===== config.mk =====
export PLATFORM = sky130hd
export DESIGN_NAME = carry_resolve_seq
export DESIGN_NICKNAME = d
export VERILOG_FILES = /design/src/rtl/carry_resolve_pkg.sv /design/src/rtl/crs_ha_step.sv /design/src/rtl/carry_resolve_seq.sv
export SDC_FILE = /design/constraint.sdc
export NUM_CORES = 1
export LEC_CHECK = 0
export ABC_AREA = 1
export ABC_CLOCK_PERIOD_IN_PS = 1100
export CORE_ASPECT_RATIO = 1.75
export CORE_MARGIN = 8
export CORE_UTILIZATION = 42
export DETAILED_ROUTE_END_ITERATION = 6
export PLACE_DENSITY = 0.73
export SLEW_MARGIN = 15
export SYNTH_ARGS = -nofsm -noshare
export SYNTH_HDL_FRONTEND = slang
export SYNTH_SLANG_ARGS = --single-unit

===== constraint.sdc =====
create_clock -name clk -period 1.1 [get_ports clk]
set_input_delay 0.165 -clock clk [delete_from_list [all_inputs] [get_ports clk]]
set_output_delay 0.165 -clock clk [all_outputs]
set_load 0.02 [all_outputs]

===== src/rtl/carry_resolve_pkg.sv =====
// carry_resolve_pkg: shared FSM state type and default width for carry_resolve_seq.
package carry_resolve_pkg;
    typedef enum logic [1:0] {
        IDLE    = 2'b00,
        RESOLVE = 2'b01,
        DONE    = 2'b10
    } crs_state_t;

    localparam int CRS_N_DEFAULT = 8;
endpackage


===== src/rtl/crs_ha_step.sv =====
// crs_ha_step: one carry-resolution iteration, a row of N half adders over (s, c<<1).
module crs_ha_step
    import carry_resolve_pkg::*;
#(
    parameter int N = CRS_N_DEFAULT
) (
    input  logic [N-1:0] s,
    input  logic [N-1:0] c,
    output logic [N-1:0] s_next,
    output logic [N-1:0] c_next
);
    logic [N-1:0] cs;

    assign cs = c << 1;

    for (genvar i = 0; i < N; i++) begin : g_ha
        assign s_next[i] = s[i] ^ cs[i];
        assign c_next[i] = s[i] & cs[i];
    end
endmodule


===== src/rtl/carry_resolve_seq.sv =====
// carry_resolve_seq: resolves a half-adder (sum, carry) pair into a full sum by iterated half-add steps.
// Defining CARRY_RESOLVE_ITER_EN adds out_iters, the iteration count reported while in DONE.
module carry_resolve_seq
    import carry_resolve_pkg::*;
#(
    parameter int N = CRS_N_DEFAULT
) (
    input  logic                     clk,
    input  logic                     rst_n,
    input  logic                     in_valid,
    output logic                     in_ready,
    input  logic [N-1:0]             in_sum,
    input  logic [N-1:0]             in_cout,
    output logic                     out_valid,
    input  logic                     out_ready,
    output logic [N-1:0]             out_result,
    output logic                     out_carry
`ifdef CARRY_RESOLVE_ITER_EN
    ,
    output logic [$clog2(N+1)-1:0]   out_iters
`endif
);
    localparam int IW = $clog2(N+1);
    localparam logic [IW-1:0] ITER_MAX = IW'(N);

    crs_state_t state, state_next;
    logic [N-1:0] s, c, s_step, c_step;
    logic [IW-1:0] iter;
    logic ovf, accept, busy;

    crs_ha_step #(.N(N)) u_step (
        .s      (s),
        .c      (c),
        .s_next (s_step),
        .c_next (c_step)
    );

    always_ff @(posedge clk or negedge rst_n) begin
        if (!rst_n) state <= IDLE;
        else        state <= state_next;
    end

    always_comb begin
        state_next = state;
        in_ready   = 1'b0;
        out_valid  = 1'b0;
        case (state)
            IDLE: begin
                in_ready = rst_n;
                if (in_valid) state_next = RESOLVE;
            end
            RESOLVE: if (c == '0) state_next = DONE;
            DONE: begin
                out_valid = 1'b1;
                if (out_ready) state_next = IDLE;
            end
            default: state_next = IDLE;
        endcase
    end

    assign accept = in_valid && in_ready;
    assign busy   = (state == RESOLVE) && (c != '0);

    // The carry shifted out of bit N-1 is the only source of the final carry-out.
    always_ff @(posedge clk or negedge rst_n) begin
        if (!rst_n) begin
            s    <= '0;
            c    <= '0;
            ovf  <= 1'b0;
            iter <= '0;
        end else if (accept) begin
            s    <= in_sum;
            c    <= in_cout;
            ovf  <= 1'b0;
            iter <= '0;
        end else if (busy) begin
            s   <= s_step;
            c   <= c_step;
            ovf <= ovf | c[N-1];
            if (iter != ITER_MAX) iter <= iter + IW'(1);
        end
    end

    assign out_result = s;
    assign out_carry  = ovf;
`ifdef CARRY_RESOLVE_ITER_EN
    assign out_iters = (state == DONE) ? iter : '0;
`endif
endmodule

Word-level counts from Yosys, hierarchy flattened
Cells that the tools add are included. Widths: inputs -> output; s select.

Register bits: 19. Input bits: 20. Output and inout bits: 11. Logic and storage cells: 44.

Eq/ne operators: 5. Muxes and demuxes: 12. Bitwise gates (word level): 15. Reductions and logical operators: 7.

Operators with widths (count): $mux 8 (4); $logic_not 8->1 (1); $reduce_bool 8->1 (1); $and 1x1->1 (7); $xor 1x1->1 (7); $mux 2 (3); $ne 2x2->1 const B (3); $pmux 2 s3 (1); $mux 1 (4); $reduce_and 3->1 (1); $eq 2x1->1 const B (1); $eq 2x2->1 const B (1); $logic_and 1x1->1 (2); $logic_not 2->1 (1); $reduce_bool 2->1 (1); $or 1x1->1 (1).

Longest topological paths before layout
Gate-level depths: netlist of run 1.

Depth in word-level cells: 4. Mapped depth: 8.

By module
From an unflattened synthesis of run 1, not the netlist that was laid out.

Cells, all modules: 161. Area, all modules: 1218.7 um^2.

By module, submodules not included: carry_resolve_seq (times used 1, cells each 151, area an instance 1112.3 um^2, sequential area each 475.5 um^2); crs_ha_step (times used 1, cells each 10, area an instance 106.4 um^2, sequential area each 0.0 um^2).

Worst setup path after synthesis of run 1
No wires, ideal clock.

Kind: reg-to-reg. Start point: reg c[5]. End point: reg c[5]. Setup time: 117 ps. Arrival: 1135 ps. Slack: -152 ps. Cell stages (with the launch flop): 8. Cell sequence: dfrtp_1 nor2_1 nand2_1 o21ai_4 nand2_4 buf_6 nand2_1 nand2_1.

Longest elaborated chain between the ends: 3.

RTL lines: from (decl) (RTL line carry_resolve_seq.sv:27) `logic [N-1:0] s, c, s_step, c_step;`; from (signal assigned) (RTL line carry_resolve_seq.sv:73) `c <= in_cout;`; from (signal assigned) (RTL line carry_resolve_seq.sv:78) `c <= c_step;`; $reduce_bool 8->1 (RTL line carry_resolve_seq.sv:62) `assign busy = (state == RESOLVE) && (c != '0);`; $logic_and 1x1->1 (RTL line carry_resolve_seq.sv:62); $reduce_bool 2->1 (no source line).

Every way passes these cells. A chain may end at the register's enable or synchronous reset.

Worst setup path after layout of run 1
Start point: reg c[7]. End point: reg s[5], in the netlist out_result[5].

Longest elaborated chain between the ends: 3.

RTL lines: $reduce_bool 8->1 (RTL line carry_resolve_seq.sv:62); $logic_and 1x1->1 (RTL line carry_resolve_seq.sv:62); $reduce_bool 2->1 (no source line); to (signal assigned) (RTL line carry_resolve_seq.sv:72) `s <= in_sum;`; to (signal assigned) (RTL line carry_resolve_seq.sv:77) `s <= s_step;`; to (decl) (RTL line carry_resolve_seq.sv:27).

Every way passes these cells.

==> run_results.csv, run 1 <==
group,metric,value,unit
timing,setup_slack,-0.181,ns
global_routing,antenna_found_initial,0,
worst_setup_path,required,1.30,ns
synth,synthesis.area,0.00111,mm2
routing,dr_total_vias,1125,
routing,wl_per_cell,12.7,um
run_status,violations,"setup timing",
worst_setup_path,start_kind,"register",
floorplan,core_area,0.00249,mm2
cts,cts_sinks,19,
pwr,p_leak,0.951,nW
cts,htreeDepth,1,
cts,clock_latency,0.26,ns
placed_design,numPortBuffers,30,
layout,syn_to_final_growth,52.4,%
timing,maxSlewViolCount,0,
worst_setup_path,arrival,1.48,ns
floorplan,rows,24,
routing,detail-route-antenna-nets,0,
floorplan,ios,31,
timing,fin_skew,0.000915,ns
pwr,power_density,2440,mW/mm2
synth,synth-warning-count,0,
worst_setup_path,cp_max_fo,8,
global_routing,grt_pass1_wl,4910,um
timing,timing.final.hold_violations,0,
global_routing,track_usage,0.138,
worst_setup_path,r2r_slack,-0.18,ns
worst_setup_path,cp-end-kind,"register",
pwr,peakVddDrop,1400,uV
worst_setup_path,worstSetupPathType,"reg2reg",
timing,relSlewSlack,0.831,
timing,period_share,1.16,
layout,antennaDiodeCount,0,
worst_setup_path,reg2reg_depth,6,
timing,rsz0062_at_grt,"true",
routing,drtIter0Drc,30,
routing,routed_wl,2910,um
routing,drc,0,
floorplan,fp.dieW,54.8,um
layout,final_cell_mix,"81 x nand2_1, 24 x buf_4, 19 x dfrtp_1, 19 x clkdlybuf4s50_1, 16 x nand3_1",
cts,cts_tree,"done",
floorplan,die_h,83.9,um
placed_design,post-place-ws,-0.460,ns
synth,synth_cells,151,
run_status,status,"finished with violations",
placed_design,gp_congestion,0.801,
timing,max_freq,781,MHz
synth,synth_area_per_cell,7.32,um2
layout,fillers,200,
floorplan,die-area,0.00460,mm2
layout,layout_commonest_cell,"nand2_1",
synth,mappedNetlistNets,178,
layout,fin_nets,232,
placed_design,dp.cells,225,
global_routing,grt_pass1_vias,1160,
cts,root_buffer,"clkbuf_8",
layout,finalNonFillerCells,230,
cts,numCtsBuffers,3,
synth,yosysSeqAreaShare,0.430,
global_routing,grt_remaining_overflow,0,
cts,clkTransAtPathRegs,0.07,ns
placed_design,dp_hpwl,2110,um
routing,vias_per_cell,4.89,
synth,ys_ff_latch,19,
cts,cts_buffer_depth,2,
routing,dr.pass1.iters,4,
floorplan,initial_core_util,0.444,
timing,period_needed,1.28,ns
synth,ys_types,17,
cts,cts_hold_buffers,0,
flow_run,maxCapViolations,0,
global_routing,grt_max_degree,34,
min_path,worstHoldPathType,"in2async",
layout,drive_above_1_share,0.240,
timing,worst_slew_pin_slew,0.254,ns
timing,finalSetupViolCount,21,
synthesized netlist by cell type:
cell type	n	area, um2
o21ai_0	3	15.0
nand2_1	81	304
nand3_2	1	10.0
buf_6	1	11.3
o21ai_4	1	16.3
nand3_1	16	80.1
nand2_4	1	11.3
nor2_1	7	26.3
dfrtp_1	19	475
buf_4	2	15.0
buf_2	2	10.0
clkbuf_1	1	3.75
inv_1	6	22.5
ha_1	7	87.6
nand3b_1	1	7.51
inv_2	1	3.75
nor2_2	1	6.26
layout make-up:
type / instances / area, um2 / share of cell area
Clock buffer: 3 / 41.3 / 0.0245
Inverter: 7 / 28.8 / 0.0171
Tap cell: 26 / 32.5 / 0.0193
Timing Repair Buffer: 55 / 508 / 0.301
Sequential cell: 19 / 475 / 0.282
Multi-Input combinational cell: 119 / 594 / 0.353
Clock inverter: 1 / 5.00 / 0.00297
stage by stage:
stage | cell area [um2] | power (mW) | TNS [ns] | util | hold slack (ns)
after floorplan | 1120 | 2.52 | -1.89 | - | -0.131
after global placement | 1600 | 3.46 | -6.21 | 0.643 | 0.465
after detailed placement | 1600 | 3.55 | -6.69 | 0.643 | 0.470
after CTS | 1690 | 4.16 | -3.27 | 0.679 | 0.400
after global routing | 1690 | 4.48 | -5.00 | 0.676 | 0.435
final | 1690 | 4.11 | -3.08 | 0.676 | 0.394
state kept, by name, summed over array words and instances (netlist names):
name        cells
state           2
out_result      8
c               8
out_carry       1
logic make-up (layout without fill, tap and decap cells):
group,Yosys count,count (layout),share of synthesized area
AOI/OAI and AO/OA,4,4,0.0283
buffers and inverters,13,66,0.0599
adders and majority gates,7,7,0.0792
DFF,19,19,0.430
and+or+nand+nor,108,108,0.403
critical path, cell delays in order, from the launching register on:
cell     delay, ns
dfrtp_1       0.40
nor2_1        0.12
nand2_1       0.10
o21ai_4       0.25
buf_4         0.20
nand3_1       0.08
nand2_1       0.07
report_power, final:
part / switching (mW) / internal (mW) / total, mW
registers: 0.140 / 0.957 / 1.10
logic: 1.36 / 1.16 / 2.53
clock network: 0.238 / 0.252 / 0.490
routing by layer:
layer | vias to the layer above | global-route usage | wire, um
met3 | 4 | 0.0268 | 116
li1 | 578 | - | -
met1 | 525 | 0.145 | 1190
met2 | 18 | 0.241 | 1550
met5 | - | 0 | 0
met4 | 0 | 0.0608 | 56
worst paths after layout:
check / from / end
setup / recovery: c[7] / out_result[5]
min in group clk: in_cout[0] / c[0]
hold / removal: rst_n / out_result[3]
max in group asynchronous: rst_n / out_result[5]
hold reg to reg: out_result[0] / out_result[0]
setup reg to reg: c[7] / out_result[5]
what timing repair did:
action	4_1_cts	5_1_grt
pin swaps	1	0
resized for setup	47	1
buffers inserted	1	0
setup endpoints to repair	30	22
Power figures use the tool's default switching activity.
==> run 2: changes to the inputs <==
--- a/config.mk
+++ b/config.mk
@@ -7,11 +7,12 @@
 export LEC_CHECK = 0
 export ABC_AREA = 1
 export ABC_CLOCK_PERIOD_IN_PS = 1100
-export CORE_ASPECT_RATIO = 1.75
+export CORE_ASPECT_RATIO = 0.8
 export CORE_MARGIN = 8
 export CORE_UTILIZATION = 42
 export DETAILED_ROUTE_END_ITERATION = 6
 export PLACE_DENSITY = 0.73
+export RECOVER_POWER = 100
 export SLEW_MARGIN = 15
 export SYNTH_ARGS = -nofsm -noshare
 export SYNTH_HDL_FRONTEND = slang
==> run_results.csv, run 2 (synthesized netlist as in run 1, its figures left out) <==
group,metric,value,unit
placed_design,gp_congestion,0.796,
timing,finalSetupTns,-3.70,ns
layout,syn_to_final_growth,57.8,%
global_routing,antenna_found_initial,0,
pwr,intPower,2.51,mW
global_routing,grt_pass1_vias,1288,
floorplan,core_area,0.00248,mm2
pwr,peakVddDrop,1250,uV
layout,fillers,217,
routing,drc,0,
pwr,p_comb_frac,0.670,
worst_setup_path,start_kind,"register",
routing,dr.pass1.iters,4,
placed_design,dp.cells,240,
layout,finalNonFillerCells,249,
run_status,violations,"setup timing",
timing,rsz0062_at_grt,"true",
layout,seq_area,475,um2
global_routing,grt_remaining_overflow,0,
worst_setup_path,required,1.31,ns
timing,fin_skew,0.00628,ns
pwr,p_leak,0.999,nW
layout,antennaDiodeCount,0,
cts,cts_sinks,19,
cts,cts_tree,"done",
timing,max_freq,735,MHz
pwr,power_frac_clock,0.083,
floorplan,initial_core_util,0.446,
timing,finalSetupViolCount,21,
cts,clkTransAtPathRegs,0.11,ns
floorplan,die_h,61.9,um
routing,wl_per_cell,12.9,um
global_routing,track_usage,0.157,
cts,numCtsBuffers,3,
cts,htreeDepth,1,
timing,setup_slack,-0.261,ns
pwr,power_density,2520,mW/mm2
floorplan,die-area,0.00454,mm2
timing,period_needed,1.36,ns
worst_setup_path,cp-end-kind,"register",
worst_setup_path,worstSetupPathType,"reg2reg",
timing,worst_slew_pin_slew,0.506,ns
routing,routed_wl,3210,um
worst_setup_path,reg2reg_from,"state[1]",
layout,drive_above_1_share,0.300,
layout,final_cell_mix,"74 x nand2_1, 28 x buf_4, 19 x dfrtp_1, 18 x clkdlybuf4s50_1, 16 x nand3_1",
worst_setup_path,r2r_end,"c[7]",
flow_run,maxCapViolations,0,
min_path,worstHoldEndpoint,"out_result[0]",
global_routing,grt_pass1_wl,5440,um
cts,clock_latency,0.30,ns
placed_design,numPortBuffers,30,
min_path,min_delay_path_depth,3,
cts,cts_buffer_depth,2,
routing,vias_per_cell,4.75,
timing,timing.final.hold_violations,0,
layout,fin_nets,241,
layout,layout_commonest_cell,"nand2_1",
worst_setup_path,arrival,1.57,ns
floorplan,rows,16,
timing,maxSlewViolCount,0,
routing,detail-route-antenna-nets,0,
min_path,hold_start,"in_sum[0]",
floorplan,ios,31,
routing,dr_total_vias,1182,
pwr,switching_power,1.89,mW
worst_setup_path,r2r_slack,-0.26,ns
global_routing,grt_max_degree,20,
worst_setup_path,reg2reg_depth,8,
timing,period_share,1.24,
cts,root_buffer,"clkbuf_4",
timing,relSlewSlack,0.663,
placed_design,dp_hpwl,2200,um
worst_setup_path,cp_max_fo,13,
floorplan,fp.dieW,73.4,um
pwr,p_sw_frac,0.430,
pwr,seqPwrFrac,0.248,
pwr,p_total,4.40,mW
run_status,status,"finished with violations",
routing,drtIter0Drc,30,
layout,multi_input_area,619,um2
min_path,worstHoldPathType,"in2reg",
==> run 2: how the worst max path moves through the flow <==
stage              from             to  slack (ns)  cells past startpoint
2_1_floorplan      c[5]  out_result[1]       -0.15                      7
3_3_place_gp      rst_n       in_ready       -0.46                      4
3_5_place_dp      rst_n       in_ready       -0.48                      4
4_1_cts        state[1]       in_ready       -0.22                      4
5_1_grt        state[1]           c[7]       -0.34                      8
6_report       state[1]           c[7]       -0.26                      8
==> run 2: power groups by stage <==
stage,Combinational [mW],Clock [mW],Sequential (mW)
finish,2.95,0.364,1.09
floorplan,1.24,0,1.29
detailed placement,2.63,0,1.11
global placement,2.56,0,1.09
global route,3.23,0.418,1.12
CTS,2.85,0.379,1.09
==> run 2: stage by stage <==
step                hold slack [ns]  area (um2)  setup WS [ns]  utilization
finish                        0.402        1750         -0.261        0.703
global route                  0.405        1750         -0.339        0.703
CTS                           0.355        1720         -0.220        0.694
detailed placement            0.473        1660         -0.479        0.670
global placement              0.468        1660         -0.456        0.670
floorplan                    -0.131        1120         -0.151            -
==> run 2: area by class of cell <==
class,instances,share of cell area
timing repair buffer,63,0.314
multi-input combinational,120,0.355
tap,36,0.0258
inverter,7,0.0179
clock buffer,4,0.0151
sequential,19,0.272
==> run 2: routing by layer <==
metal	vias up	global-route usage	share of wire	wire (um)
li1	597	-	-	-
met2	40	0.286	0.48	1560
met1	534	0.157	0.42	1340
met3	11	0.0497	0.067	216
met4	0	0.0992	0.030	95
met5	-	0	0	0
==> run 2: worst max-delay path, cell delays in order (launching register included) <==
cell and delay (ns):
dfrtp_1 0.41, nor2_2 0.13, buf_4 0.13, nand3_4 0.12
buf_6 0.18, nand2_1 0.08, nand2_1 0.08, nand2_1 0.08
nand2_1 0.05
==> run 2: repair_timing <==
action,CTS,global route
resized for setup,60,7
endpoints found under the setup margin,30,21
hold buffers,0,0
setup buffers,3,1
pin swaps,4,3
cloned,1,0
==> run 3: changes to the inputs <==
--- a/config.mk
+++ b/config.mk
@@ -8,7 +8,6 @@
 export ABC_AREA = 1
 export ABC_CLOCK_PERIOD_IN_PS = 1100
 export CORE_ASPECT_RATIO = 0.8
-export CORE_MARGIN = 8
 export CORE_UTILIZATION = 42
 export DETAILED_ROUTE_END_ITERATION = 6
 export PLACE_DENSITY = 0.73
==> run_results.csv, run 3 (synthesized netlist as in run 1, its figures left out) <==
group,metric,value,unit
layout,fillers,209,
layout,drive_above_1_share,0.264,
floorplan,die-area,0.00284,mm2
timing,finalHoldWorstSlack,0.380,ns
min_path,min_delay_path_depth,3,
worst_setup_path,arrival,1.56,ns
layout,syn_to_final_growth,58.3,%
cts,cts_buffer_depth,2,
routing,drc,0,
cts,cts_tree,"done",
global_routing,grt_pass1_vias,1028,
global_routing,grt_remaining_overflow,0,
global_routing,grt_util_met2,0.413,
placed_design,gp_congestion,0.766,
worst_setup_path,r2r_slack,-0.23,ns
cts,cts_sinks,19,
timing,worst_slew_pin_slew,0.496,ns
min_path,worstHoldPathType,"in2reg",
layout,fin_nets,240,
floorplan,initial_core_util,0.449,
timing,relSlewSlack,0.670,
run_status,status,"finished with violations",
routing,dr.pass1.iters,4,
layout,final_cell_mix,"81 x nand2_1, 23 x buf_4, 19 x dfrtp_1, 18 x clkdlybuf4s50_1, 15 x nand3_1",
timing,setup_slack,-0.234,ns
timing,timing.final.hold_violations,0,
cts,root_buffer,"clkbuf_4",
routing,drtIter0Drc,43,
global_routing,antenna_found_initial,0,
flow_run,maxCapViolations,0,
pwr,power_density,2590,mW/mm2
routing,vias_per_cell,4.90,
global_routing,use_met3,0.0405,
layout,post-route-util,0.711,
min_path,worstHoldEndpoint,"out_result[0]",
global_routing,track_usage,0.222,
placed_design,numPortBuffers,30,
timing,rsz0062_at_grt,"true",
timing,period_share,1.21,
timing,maxSlewViolCount,0,
routing,wl_per_cell,12.1,um
min_path,hold_start,"in_sum[0]",
worst_setup_path,reg2reg_depth,8,
routing,dr_total_vias,1216,
global_routing,top_usage_layer,"met2",
floorplan,ios,31,
routing,detail-route-antenna-nets,0,
floorplan,rows,16,
cts,numCtsBuffers,3,
worst_setup_path,worstSetupPathType,"reg2reg",
pwr,peakVddDrop,1180,uV
pwr,p_total,4.53,mW
timing,finalSetupViolCount,21,
worst_setup_path,cp-end-kind,"register",
timing,period_needed,1.33,ns
cts,htreeDepth,1,
routing,routed_wl,2990,um
run_status,violations,"setup timing",
global_routing,use_met1,0.253,
floorplan,fp.dieW,59.4,um
placed_design,dp_hpwl,1970,um
floorplan,core_area,0.00246,mm2
worst_setup_path,cp_max_fo,18,
worst_setup_path,r2r_end,"c[4]",
worst_setup_path,start_kind,"register",
layout,antennaDiodeCount,0,
global_routing,grt_max_degree,20,
pwr,p_leak,1.01,nW
timing,max_freq,749,MHz
placed_design,post-place-ws,-0.446,ns
layout,layout_commonest_cell,"nand2_1",
cts,clock_latency,0.32,ns
worst_setup_path,reg2reg_from,"state[0]",
global_routing,grt_pass1_wl,4530,um
worst_setup_path,required,1.32,ns
floorplan,die_h,47.9,um
cts,clkTransAtPathRegs,0.12,ns
timing,fin_skew,0.00788,ns
[run 3: per-layer routing]
layer  vias up  wire (um)
li1        598          -
met1       565       1230
met2        46       1520
met3         7        176
met4         0         72
met5         -          0
[run 3: critical path, cell delays in order (launching register included)]
cell and delay (ns):
dfrtp_1 0.43, nor2_2 0.12, buf_4 0.13, nand3_4 0.13
buf_8 0.19, nand2_1 0.06, nand2_1 0.06, nand2_1 0.07
nand2_1 0.05
[run 3: worst max path at each step]
| stage | end | slack, ns | from | depth (start not counted) |
|---|---|---|---|---|
| after floorplan | out_result[1] | -0.15 | c[5] | 7 |
| after global placement | in_ready | -0.45 | rst_n | 4 |
| after detailed placement | in_ready | -0.45 | rst_n | 4 |
| after CTS | in_ready | -0.22 | state[0] | 4 |
| after global routing | c[4] | -0.30 | state[1] | 8 |
| final | c[4] | -0.23 | state[0] | 8 |
[run 3: repair_timing]
item                       4_1_cts  5_1_grt
setup endpoints to repair       30       21
gates cloned                     1        1
hold buffers                     0        0
resized for setup               60        3
pin swaps                        5        6
hold endpoints to repair         0        0
setup buffers                    2        1
[run 3: power by group]
part	internal (mW)	leakage, nW	switching [mW]	total [mW]
registers	0.955	0.250	0.152	1.11
logic	1.52	0.745	1.52	3.04
clock network	0.142	0.0150	0.238	0.380
total	2.61	1.01	1.91	4.53
[run 3: metrics by stage]
stage	TNS [ns]	instance area, um2	std cells
2_1_floorplan	-1.89	1120	151
3_3_place_gp	-6.33	1640	239
3_5_place_dp	-6.83	1640	239
4_1_cts	-3.70	1730	246
5_1_grt	-5.27	1750	248
6_report	-4.07	1750	248
[run 3: layout make-up]
type	count	area (um2)	area share
Tap cell	36	45.0	0.0257
Clock buffer	4	26.3	0.0150
Timing Repair Buffer	62	561	0.320
Multi-Input combinational cell	120	614	0.351
Sequential cell	19	475	0.272
Inverter	7	28.8	0.0164
